$ cat src/rtl/ysyx_22040127_trap_ctrl_pkg.sv
// rtl/ysyx_22040127_trap_ctrl_pkg.sv - shared states, CSR addresses and cause codes for the trap sequencer
package ysyx_22040127_trap_ctrl_pkg;

  typedef enum logic [1:0] {
    ST_IDLE     = 2'd0,
    ST_WR_EPC   = 2'd1,
    ST_WR_CAUSE = 2'd2,
    ST_REDIRECT = 2'd3
  } trap_state_e;

  localparam logic [11:0] CSR_MSTATUS = 12'h300;
  localparam logic [11:0] CSR_MIE     = 12'h304;
  localparam logic [11:0] CSR_MTVEC   = 12'h305;
  localparam logic [11:0] CSR_MEPC    = 12'h341;
  localparam logic [11:0] CSR_MCAUSE  = 12'h342;

  localparam logic [63:0] CAUSE_ECALL_M = 64'd11;
  localparam logic [63:0] CAUSE_MTI     = {1'b1, 63'd7};

endpackage

$ cat src/rtl/ysyx_22040127_trap_ctrl_if.sv
// rtl/ysyx_22040127_trap_ctrl_if.sv - PC redirect handshake from the trap sequencer to fetch
interface ysyx_22040127_trap_ctrl_if #(
  parameter int PC_W = 32
);
  logic            redirect_valid;
  logic [PC_W-1:0] redirect_pc;
  logic            redirect_ready;

  modport master (
    output redirect_valid,
    output redirect_pc,
    input  redirect_ready
  );

  modport slave (
    input  redirect_valid,
    input  redirect_pc,
    output redirect_ready
  );
endinterface

$ cat src/rtl/ysyx_22040127_trap_vec.sv
// rtl/ysyx_22040127_trap_vec.sv - combinational trap target from mtvec, cause and vectored flag
module ysyx_22040127_trap_vec #(
  parameter int XLEN = 64,
  parameter int PC_W = 32
) (
  input  logic [XLEN-1:0] mtvec,
  input  logic [XLEN-1:0] cause,
  input  logic            vec,
  output logic [PC_W-1:0] target
);
  logic [PC_W-1:0] base;
  logic [PC_W-1:0] offset;
  logic            unused_bits;

  assign base   = {mtvec[PC_W-1:2], 2'b00};
  assign offset = {{(PC_W-8){1'b0}}, cause[5:0], 2'b00};
  assign target = (vec && (mtvec[1:0] == 2'b01)) ? base + offset : base;

  assign unused_bits = ^{mtvec[XLEN-1:PC_W], cause[XLEN-1:6]};
endmodule

$ cat src/rtl/ysyx_22040127_trap_ctrl.sv
// rtl/ysyx_22040127_trap_ctrl.sv - M-mode trap sequencer (ecall, mret; timer irq and vectored mode under TRAP_TIMER_IRQ_EN)
module ysyx_22040127_trap_ctrl
  import ysyx_22040127_trap_ctrl_pkg::*;
#(
  parameter int XLEN = 64,
  parameter int PC_W = 32
) (
  input  logic                      clk,
  input  logic                      rst,
  input  logic                      wb_valid,
  input  logic [PC_W-1:0]           wb_pc,
  input  logic [PC_W-1:0]           wb_npc,
  input  logic                      wb_ecall,
  input  logic                      wb_mret,
  input  logic                      timer_irq,
  input  logic [XLEN-1:0]           csr_mtvec,
  input  logic [XLEN-1:0]           csr_mepc,
  input  logic [XLEN-1:0]           csr_mie,
  input  logic                      mstatus_mie,
  output logic                      trap_csr_we,
  output logic [11:0]               trap_csr_addr,
  output logic [XLEN-1:0]           trap_csr_wdata,
  output logic                      trap_mstatus_save,
  output logic                      trap_mstatus_restore,
  output logic                      flush,
  output logic                      busy,
  ysyx_22040127_trap_ctrl_if.master redir
);
  trap_state_e     state, state_next;
  logic [XLEN-1:0] cause_q, cause_n;
  logic            vec_q, vec_n;
  logic            csr_we_n, save_n, restore_n, rv_n;
  logic [11:0]     csr_addr_n;
  logic [XLEN-1:0] csr_wdata_n;
  logic [PC_W-1:0] rpc_n;
  logic [PC_W-1:0] vec_target;
  logic            irq_take;
  logic            vec_eff;
  logic            unused_in;

`ifdef TRAP_TIMER_IRQ_EN
  assign irq_take  = timer_irq & csr_mie[7] & mstatus_mie;
  assign vec_eff   = vec_q;
  assign unused_in = ^{csr_mie[XLEN-1:8], csr_mie[6:0], csr_mepc[XLEN-1:PC_W]};
`else
  assign irq_take  = 1'b0;
  assign vec_eff   = 1'b0;
  assign unused_in = ^{timer_irq, csr_mie, mstatus_mie, vec_q, csr_mepc[XLEN-1:PC_W]};
`endif

  ysyx_22040127_trap_vec #(
    .XLEN(XLEN),
    .PC_W(PC_W)
  ) u_trap_vec (
    .mtvec (csr_mtvec),
    .cause (cause_q),
    .vec   (vec_eff),
    .target(vec_target)
  );

  // Outputs are computed for the state being entered and registered with it,
  // so each strobe is glitch-free and aligned to its state.
  always_comb begin
    state_next  = state;
    cause_n     = cause_q;
    vec_n       = vec_q;
    csr_we_n    = 1'b0;
    csr_addr_n  = 12'h000;
    csr_wdata_n = '0;
    save_n      = 1'b0;
    restore_n   = 1'b0;
    rv_n        = 1'b0;
    rpc_n       = '0;
    unique case (state)
      ST_IDLE: begin
        if (wb_valid) begin
          if (wb_ecall) begin
            state_next  = ST_WR_EPC;
            cause_n     = XLEN'(CAUSE_ECALL_M);
            vec_n       = 1'b0;
            csr_we_n    = 1'b1;
            csr_addr_n  = CSR_MEPC;
            csr_wdata_n = {{(XLEN-PC_W){1'b0}}, wb_pc};
          end else if (wb_mret) begin
            state_next = ST_REDIRECT;
            restore_n  = 1'b1;
            rv_n       = 1'b1;
            rpc_n      = csr_mepc[PC_W-1:0];
          end else if (irq_take) begin
            state_next  = ST_WR_EPC;
            cause_n     = XLEN'(CAUSE_MTI);
            vec_n       = 1'b1;
            csr_we_n    = 1'b1;
            csr_addr_n  = CSR_MEPC;
            csr_wdata_n = {{(XLEN-PC_W){1'b0}}, wb_npc};
          end
        end
      end
      ST_WR_EPC: begin
        state_next  = ST_WR_CAUSE;
        csr_we_n    = 1'b1;
        csr_addr_n  = CSR_MCAUSE;
        csr_wdata_n = cause_q;
        save_n      = 1'b1;
      end
      ST_WR_CAUSE: begin
        state_next = ST_REDIRECT;
        rv_n       = 1'b1;
        rpc_n      = vec_target;
      end
      ST_REDIRECT: begin
        if (redir.redirect_ready) begin
          state_next = ST_IDLE;
        end else begin
          rv_n  = 1'b1;
          rpc_n = redir.redirect_pc;
        end
      end
      default: state_next = ST_IDLE;
    endcase
  end

  always_ff @(posedge clk or negedge rst) begin
    if (!rst) begin
      state                <= ST_IDLE;
      cause_q              <= '0;
      vec_q                <= 1'b0;
      trap_csr_we          <= 1'b0;
      trap_csr_addr        <= 12'h000;
      trap_csr_wdata       <= '0;
      trap_mstatus_save    <= 1'b0;
      trap_mstatus_restore <= 1'b0;
      flush                <= 1'b0;
      busy                 <= 1'b0;
      redir.redirect_valid <= 1'b0;
      redir.redirect_pc    <= '0;
    end else begin
      state                <= state_next;
      cause_q              <= cause_n;
      vec_q                <= vec_n;
      trap_csr_we          <= csr_we_n;
      trap_csr_addr        <= csr_addr_n;
      trap_csr_wdata       <= csr_wdata_n;
      trap_mstatus_save    <= save_n;
      trap_mstatus_restore <= restore_n;
      flush                <= (state_next != ST_IDLE);
      busy                 <= (state_next != ST_IDLE);
      redir.redirect_valid <= rv_n;
      redir.redirect_pc    <= rpc_n;
    end
  end
endmodule

$ cat src/flat_wrapper.sv
// flat-port wrapper written by rule: the top's interface ports become plain ports
module ysyx_22040127_trap_ctrl_flat import ysyx_22040127_trap_ctrl_pkg::*;
#(
  parameter int XLEN = 64,
  parameter int PC_W = 32
)
  (clk, rst, wb_valid, wb_pc, wb_npc, wb_ecall, wb_mret, timer_irq, csr_mtvec, csr_mepc, csr_mie, mstatus_mie, trap_csr_we, trap_csr_addr, trap_csr_wdata, trap_mstatus_save, trap_mstatus_restore, flush, busy, redir_redirect_valid, redir_redirect_pc, redir_redirect_ready);
  ysyx_22040127_trap_ctrl_if #(.PC_W(PC_W)) redir_i ();
  input  logic clk;
  input  logic rst;
  input  logic wb_valid;
  input  logic [PC_W-1:0] wb_pc;
  input  logic [PC_W-1:0] wb_npc;
  input  logic wb_ecall;
  input  logic wb_mret;
  input  logic timer_irq;
  input  logic [XLEN-1:0] csr_mtvec;
  input  logic [XLEN-1:0] csr_mepc;
  input  logic [XLEN-1:0] csr_mie;
  input  logic mstatus_mie;
  output logic trap_csr_we;
  output logic [11:0] trap_csr_addr;
  output logic [XLEN-1:0] trap_csr_wdata;
  output logic trap_mstatus_save;
  output logic trap_mstatus_restore;
  output logic flush;
  output logic busy;
  output wire logic [$bits(redir_i.redirect_valid)-1:0] redir_redirect_valid;
  output wire logic [$bits(redir_i.redirect_pc)-1:0] redir_redirect_pc;
  input wire logic [$bits(redir_i.redirect_ready)-1:0] redir_redirect_ready;
  assign redir_redirect_valid = redir_i.redirect_valid;
  assign redir_redirect_pc = redir_i.redirect_pc;
  assign redir_i.redirect_ready = redir_redirect_ready;
  ysyx_22040127_trap_ctrl #(.XLEN(XLEN), .PC_W(PC_W)) u_core (.clk(clk), .rst(rst), .wb_valid(wb_valid), .wb_pc(wb_pc), .wb_npc(wb_npc), .wb_ecall(wb_ecall), .wb_mret(wb_mret), .timer_irq(timer_irq), .csr_mtvec(csr_mtvec), .csr_mepc(csr_mepc), .csr_mie(csr_mie), .mstatus_mie(mstatus_mie), .trap_csr_we(trap_csr_we), .trap_csr_addr(trap_csr_addr), .trap_csr_wdata(trap_csr_wdata), .trap_mstatus_save(trap_mstatus_save), .trap_mstatus_restore(trap_mstatus_restore), .flush(flush), .busy(busy), .redir(redir_i));
endmodule
$ cat config.mk
export PLATFORM = sky130hd
export DESIGN_NAME = ysyx_22040127_trap_ctrl_flat
export DESIGN_NICKNAME = d
export VERILOG_FILES = /design/src/rtl/ysyx_22040127_trap_ctrl_pkg.sv /design/src/rtl/ysyx_22040127_trap_ctrl_if.sv /design/src/rtl/ysyx_22040127_trap_vec.sv /design/src/rtl/ysyx_22040127_trap_ctrl.sv /design/src/flat_wrapper.sv
export SDC_FILE = /design/constraint.sdc
export NUM_CORES = 1
export LEC_CHECK = 0
export CORE_AREA = 3 3 146 148
export DETAILED_ROUTE_END_ITERATION = 12
export DIE_AREA = 0 0 149 151
export GPL_TIMING_DRIVEN = 0
export REMOVE_ABC_BUFFERS = 1
export SYNTH_ARGS = -nofsm -noshare
export SYNTH_HDL_FRONTEND = slang
export SYNTH_SLANG_ARGS = --single-unit
$ cat constraint.sdc
create_clock -name clk -period 1.51 [get_ports clk]
set_input_delay 0.151 -clock clk [delete_from_list [all_inputs] [get_ports clk]]
set_output_delay 0.151 -clock clk [all_outputs]
set_load 0.05 [all_outputs]
After elaboration in Yosys (flattened, before gate mapping)

Index checks and enable logic that the tools add are counted.

Flip-flop bits (word level): 116
Word-level logic and storage cells: 43
Output and inout port bits: 114

Muxes and demuxes: 26
Reductions and logical operators: 3
Eq/ne operators: 4

Operators with widths:

| operator             | number |
|---|---|
| $mux W32             | 5 |
| $pmux W64 S2         | 1 |
| $pmux W32 S3         | 1 |
| $mux W64             | 1 |
| $pmux W12 S2         | 1 |
| $mux W12             | 1 |
| $mux W10             | 1 |
| $mux W1              | 8 |
| $mux W2              | 4 |
| $pmux W2 S4          | 1 |
| $eq A2 B2 Y1 const B | 2 |
| $pmux W1 S3          | 1 |
| $reduce_and A3 Y1    | 1 |
| $eq A2 B1 Y1 const B | 1 |
| $logic_not A2 Y1     | 1 |
| $ne A2 B2 Y1 const B | 1 |
| $pmux W1 S2          | 1 |
| $reduce_bool A2 Y1   | 1 |

Depth between registers and ports, before layout

Gate-level depths: netlist of the first run.

Word-level depth: 5
Gate-level depth with buffers: 4
Mapped depth without buffers: 3

Modules after synthesis

From an unflattened synthesis of the first run, not the netlist that was laid out.

Cells, all modules: 363
Area total of the unflattened synthesis: 3,957.5 µm²

Modules (own cells, without submodules):

| module                  | area each (µm²) | sequential area each (µm²) | cells each | times used |
|---|---|---|---|---|
| ysyx_22040127_trap_ctrl | 3,130.5         | 1,826.8                    | 251        | 1 |
| ysyx_22040127_trap_vec  | 827.0           | 0.0                        | 112        | 1 |

Worst setup path after synthesis of the first run

OpenSTA, ideal clock, no wires.

Path kind: flip-flop to flip-flop
Start point: reg u_core.state[1]
End point: reg u_core.redir.redirect_pc[10]
Data arrival time: 1,149 ps
Path buffers: 1
Cell stages (with the launch flop): 5
Setup time: 126 ps
Slack: 235 ps
Data required time: 1,384 ps
Cells stage by stage: dfrtp_1 > nor2b_1 > clkbuf_1 > and2_1 > a221o_1

Cells in the longest elaborated chain, start to end: 2
Elaborated cells between the ends (all ways): 5

Ends and longest elaborated chain:

| what                                                    | line                             | text |
|---|---|---|
| start: declaration                                      | ysyx_22040127_trap_ctrl.sv:29    | `trap_state_e state, state_next;` |
| start signal: assignment                                | ysyx_22040127_trap_ctrl.sv:138   | `state <= state_next;` |
| $eq A2 B2 Y1 / $logic_not A2 Y1 (equally long branches) | ysyx_22040127_trap_ctrl.sv:74    | `unique case (state)` |
| $pmux W32 S3 / $ne A2 B2 Y1 (equally long branches)     | -                                |  |
| end signal: assignment                                  | ysyx_22040127_trap_ctrl.sv:149   | `redir.redirect_pc <= rpc_n;` |
| end: declaration                                        | ysyx_22040127_trap_ctrl_if.sv:11 | `output redirect_pc,` |

Several ways; a longest one is shown, not always the timed one.
A chain may end at the register's enable or synchronous reset.

Worst setup path in the final report of the first run

Start point: reg u_core.state[0]
End point: reg u_core.redir.redirect_pc[8]

Same word-level chain as after synthesis.

==> run metrics, run 1 <==
top post-synthesis cells by area=dfrtp_1 (59%), and2_1 (12%), buf_4 (11%); # port buffers=174; vias in the first global route=2512; Initial Util=15.24%; Sinks on Clock Net=73; synth warn=0; Max-Cap Viols=0; Chip Height=151 microns; Pins Over Slew Limit=0; post-synthesis instance total=248; DRC=0; io pins=378; Power Density=1760 nW/um^2; Die Width=149 microns; share of cells above drive strength 1=8.756%; syn_area_per_cell=12.40 sq um; die area=22500 sq um; VDD IR max=447.3 uV; worst endpoint required time=1720 ps; worst skew pair latency=340 ps; ANT nets after route=0; gr usage total=8.481%; fin nets=693; run status=finished, final reports clean; TritonCTS clock tree=done; initial antenna violation count=1; Synth area leader=dfrtp_1; Max Clock Freq=682.4 MHz; Hold Crit Class=primary input to asynchronous set/reset pin; Vias/cell=3.447; gp weighted congestion=0.6419; setup slack at placement=-541.7 ps; Final Cell Area=5403 sq um; EDFF count, synth=0; Worst Skew=9.632 ps; final setup margin=44.58 ps; worst-margin pin slew=581.3 ps; Post-synth top cells=dfrtp_1 (73), and2_1 (59), buf_4 (44); RSZ-0062 raised after global routing=true; Starting DRT DRC Count=75; crit-path max FO=16; part of the cycle the worst path needs=97.05%; number of cell rows=52; crit path kind=flop to flop; share of synthesized flip-flops with an asynchronous set or reset=100.0%; area of the multi-input gates=1021 sq um; drt pass-1 iters=4; Synth top area share=59.42%; ys flop type=dfrtp_1; fill count=2132; synthesized area=3074 sq um; most common cell in the netlist=dfrtp_1; Clock transition at path regs=60 ps; CTS Buffer Depth=2; Final setup viols=0; Num CTS Buffers=9; # diodes=0; CTS H-tree depth=3; hold slack=269.7 ps; Non-Filler Instances=704; via count=2427; Seq/Total Area, Yosys=59.42%; Final Critical Period=1465 ps; hpwl dp=7164 microns; global-route wire length before repair=14010 microns; Core Area=20170 sq um; final hold violation count=0; Inst Count DP=677; Layout area overhead=75.74%; total power=9.507 mW; crit path DAT=1680 ps; routed len/inst=14.00 microns; startpoint type of the worst setup path=flop; P_leak=2.702 nW; Slew HR=61.40%; clock root cell=clkbuf_16; final wirelength=9854 microns; Synth cell types=22; total global routing overflow=0; Crit. End Element=flop; largest net degree at the start of global routing=53; FF+latch count, synth=73; FF+latch area=1828 sq um; area of placed instances=4971 sq um
-- where the power goes --
group | switching, mW | internal, mW | total, mW | leakage [nW]
clock network | 0.819 | 1.65 | 2.47 | 0.172
logic | 2.93 | 1.39 | 4.33 | 1.56
registers | 0.267 | 2.44 | 2.71 | 0.973
total | 4.02 | 5.49 | 9.51 | 2.70
-- kinds of logic after synthesis --
kind of cell | count (synthesis) | share of synthesized area [%]
compound gates | 36 | 11.27
buf+inv | 57 | 13.23
flops | 73 | 59.42
other cells | 1 | 0.1220
simple gates | 81 | 15.95
-- registers in the layout, summed over array words and instances, names as in the netlist --
name,cells
u_core.trap_csr_addr,3
u_core.trap_csr_wdata,32
u_core.cause_q,1
u_core.flush,1
u_core.state,2
u_core.redir.redirect_pc,32
u_core.trap_mstatus_restore,1
u_core.redir.redirect_valid,1
-- critical path, cell delays in order (launching register included) --
cell      delay [ps]
dfrtp_2          440
nand2b_4         180
nor3_4            50
buf_12           160
buf_16           150
a221o_1          350
-- final cells by class --
type | instances | area share (%)
Clock buffer | 10 | 4.423
Clock inverter | 6 | 1.945
Inverter | 1 | 0.06948
Multi-Input combinational cell | 157 | 18.90
Sequential cell | 73 | 33.84
Tap cell | 270 | 6.253
Timing Repair Buffer | 187 | 34.58
-- metal layers --
| metal | share of wire [%] | GRT usage [%] | up-vias |
|---|---|---|---|
| met5 | 0.18 | 0 | - |
| met4 | 1.9 | 3.982 | 2 |
| met3 | 14 | 4.728 | 13 |
| met2 | 45 | 13.44 | 159 |
| met1 | 39 | 9.256 | 1124 |
| li1 | - | - | 1129 |
-- repair_timing --
item,in CTS,in global routing
hold buffers,1,0
pin swaps,2,8
setup buffers,5,5
endpoints found under the hold margin,21,0
gates cloned,1,0
endpoints found under the setup margin,142,21
gates resized for setup,80,0
-- path summary, 6_finish.rpt --
| path | cells past startpoint | from | endpoint | slack [ps] |
|---|---|---|---|---|
| min in group clk | 2 | wb_pc[22] | u_core.trap_csr_wdata[22]$_DFF_PN0_ | 370 |
| worst min-delay path | 2 | rst | u_core.redir.redirect_pc[6]$_DFFE_PN0P_ | 270 |
| max in group asynchronous | 3 | rst | u_core.trap_csr_wdata[13]$_DFF_PN0_ | 650 |
| worst max register to register | 5 | u_core.state[0]$_DFF_PN0_ | u_core.redir.redirect_pc[8]$_DFFE_PN0P_ | 40 |
| worst max-delay path | 5 | u_core.state[0]$_DFF_PN0_ | u_core.redir.redirect_pc[8]$_DFFE_PN0P_ | 40 |
| worst min register to register | 1 | u_core.cause_q[0]$_DFFE_PN0P_ | u_core.cause_q[0]$_DFFE_PN0P_ | 470 |
-- stage by stage --
step | setup TNS, ps | util (%)
after CTS | 0 | 26.51
after detailed placement | -20610 | 24.65
after global routing | -17.03 | 26.79
after global placement | -236030 | 24.26
final | 0 | 26.79
after floorplan | -12260 | -
-- cells in the final DEF (no fill, tap or decap), types with 2 or more instances in the layout --
cell             Yosys  routed
dfrtp_1             73      72
conb_1               1      39
and2_1              59      59
buf_4               44       4
clkbuf_16            0       9
a22o_1               2       2
clkdlybuf4s50_1      0      98
or2_2                2       2
clkinv_2             0       3
bufinv_16            0       3
nand2_1             11      11
nor2_4               0       2
buf_16               0       2
dlygate4sd2_1        0      75
a221o_1             30      30
buf_12               0       6
(Power assumes the default switching activity.)
==> run 2, diff against run 1 <==
- CORE_AREA: 3 3 146 148 -> 2 2 145 147
- DIE_AREA: 0 0 149 151 -> 0 0 147 149
- DONT_BUFFER_PORTS: not set -> 1
==> run 2 against run 1 <==
Against the previous run:
- cell count is 15% lower
- clock power is 19% lower
- combinational power is 62% lower
- die area is 2.6% lower
- fmax is 2.8% higher
- global-route usage is 0.56 points higher
- sequential cell count stayed put
- critical endpoint is now flush
- clock-buffer cell count stayed put
- clock skew is 2.9 ps lower
- the flow now finishes with violations (hold timing)
- via count is 12% lower
- first-iteration DRC count is 24% lower
==> run metrics, run 2 (synthesis results as in run 1) <==
run status=finished, violations left; violated checks=hold timing; sequential share of power=56.5%; drt pass-1 iters=4; vias in the first global route=2278; hpwl dp=6416 microns; total power=8.399 mW; worst endpoint required time=1360 ps; Layout area overhead=39.36%; crit-path max FO=2; # diodes=0; Starting DRT DRC Count=57; total global routing overflow=0; Sinks on Clock Net=73; worst-margin pin slew=898.6 ps; Power Density=1960 nW/um^2; routed len/inst=16.85 microns; Max-Cap Viols=0; Worst Skew=6.764 ps; Final Critical Period=1425 ps; cell count along the critical path=0; Core Area=20560 sq um; gr usage total=9.039%; global-route wire length before repair=13960 microns; TritonCTS clock tree=done; share of cells above drive strength 1=12.04%; Die Width=147 microns; hold bufs inserted after CTS=66; startpoint type of the worst setup path=flop; initial antenna violation count=0; fin nets=583; number of cell rows=53; setup TNS=0 ps; ANT nets after route=0; DRC=0; final wirelength=10090 microns; Initial Util=14.95%; final hold violation count=73; most common cell after layout, fill and taps aside=dfrtp_1; Pins Over Slew Limit=0; r2r setup slk=100 ps; # port buffers=0; sw frac=48.00%; Slew HR=40.13%; r2r worst-path depth=4; gp weighted congestion=0.6695; Vias/cell=3.569; Clock transition at path regs=60 ps; P_leak=1.966 nW; Num CTS Buffers=9; crit path kind=flop to primary output; worst skew pair latency=340 ps; Crit. End Element=primary output; die area=21900 sq um; Comb power frac=19.7%; Final setup viols=0; VDD IR max=459.0 uV; Chip Height=149 microns; internal power=4.367 mW; io pins=378; Hold Crit Class=primary input to asynchronous set/reset pin; clock root cell=clkbuf_16; NetSw=4.031 mW; crit path DAT=1270 ps; CTS H-tree depth=3; Max Clock Freq=701.8 MHz; fill count=2194; part of the cycle the worst path needs=94.36%; clock share of power=23.8%; largest net degree at the start of global routing=74; via count=2138; RSZ-0062 raised after global routing=false; hold slack=-492.9 ps; commonest cells after routing, fill and taps aside=dfrtp_1 (69), dlygate4sd3_1 (66), and2_1 (59), conb_1 (39), a221o_1 (30); biggest regs=u_core.redir.redirect_pc x32, u_core.trap_csr_wdata x32, u_core.trap_csr_addr x3; CTS Buffer Depth=2
[run 2: cell types whose count changed in the layout (fill, tap and decap cells not counted), moves of 2 or more]
cell and delta:
buf_4 +3, buf_12 -4, dlygate4sd2_1 -75, bufinv_16 -3, clkdlybuf4s50_1 -98, dfrtp_1 -3
dfrtp_2 +2, dlygate4sd3_1 +65, clkinvlp_4 +2
[run 2: path summary, 6_finish.rpt]
path | startpoint | endpoint
setup reg to reg | u_core.state[1]$_DFF_PN0_ | u_core.redir.redirect_pc[14]$_DFFE_PN0P_
hold / removal | rst | u_core.redir.redirect_pc[16]$_DFFE_PN0P_
max in group asynchronous | rst | u_core.trap_csr_wdata[22]$_DFF_PN0_
hold reg to reg | u_core.cause_q[0]$_DFFE_PN0P_ | u_core.cause_q[0]$_DFFE_PN0P_
setup / recovery | u_core.flush$_DFF_PN0_ | flush
min in group clk | csr_mtvec[31] | u_core.redir.redirect_pc[31]$_DFFE_PN0P_
[run 2: stage by stage]
step	instance area, sq um	setup slack, ps	utilization [%]	instances
floorplan	2814	-370.7	-	230
global placement	3158	-1079	15.36	505
detailed placement	3192	-720.3	15.53	506
finish	4284	85.09	20.84	599
CTS	4262	25.92	20.73	596
global route	4284	17.60	20.84	599
[run 2: power groups by stage]
stage                     sequential, mW  combinational [mW]  clock, mW
after floorplan                     4.54               0.930          0
after global placement              4.72                1.09          0
after detailed placement            4.75                1.23          0
after CTS                           4.77                1.59       2.09
after global routing                4.80                1.80       2.17
final                               4.74                1.66       2.00
[run 2: area by class of cell]
cell class / instances / area, sq um / share of cell area, %
tap: 275 / 344.1 / 8.032
multi-input combinational: 158 / 1040 / 24.27
clock inverter: 6 / 42.54 / 0.9930
timing repair buffer: 76 / 780.7 / 18.22
clock buffer: 10 / 239.0 / 5.578
sequential: 73 / 1834 / 42.82
inverter: 1 / 3.754 / 0.08762
[run 2: metal layers]
metal	global-route usage [%]	up-vias	share of wire [%]
li1	-	914	-
met4	4.375	0	2.9
met2	16.10	161	51
met3	5.413	16	12
met5	0	-	0
met1	8.174	1047	34
[run 2: what timing repair did]
item / in CTS / in global routing
resized for setup: 11 / 0
cloned: 2 / 0
setup endpoints to repair: 64 / 25
pin swaps: 2 / 1
hold endpoints to repair: 139 / 73
buffers inserted: 6 / 3
[run 2: worst reg2reg max path, cell delays in order (launching register included)]
cell	delay (ps)
dfrtp_2	510
nor2b_4	190
buf_12	140
and2_1	170
a221o_1	280
==> run 3, diff against run 2 <==
- ABC_CLOCK_PERIOD_IN_PS: not set -> 1510
- SKIP_LAST_GASP: not set -> 1
==> results of run 3 <==
Same layout as run 2: the final DEF is identical, and so are final timing and power.
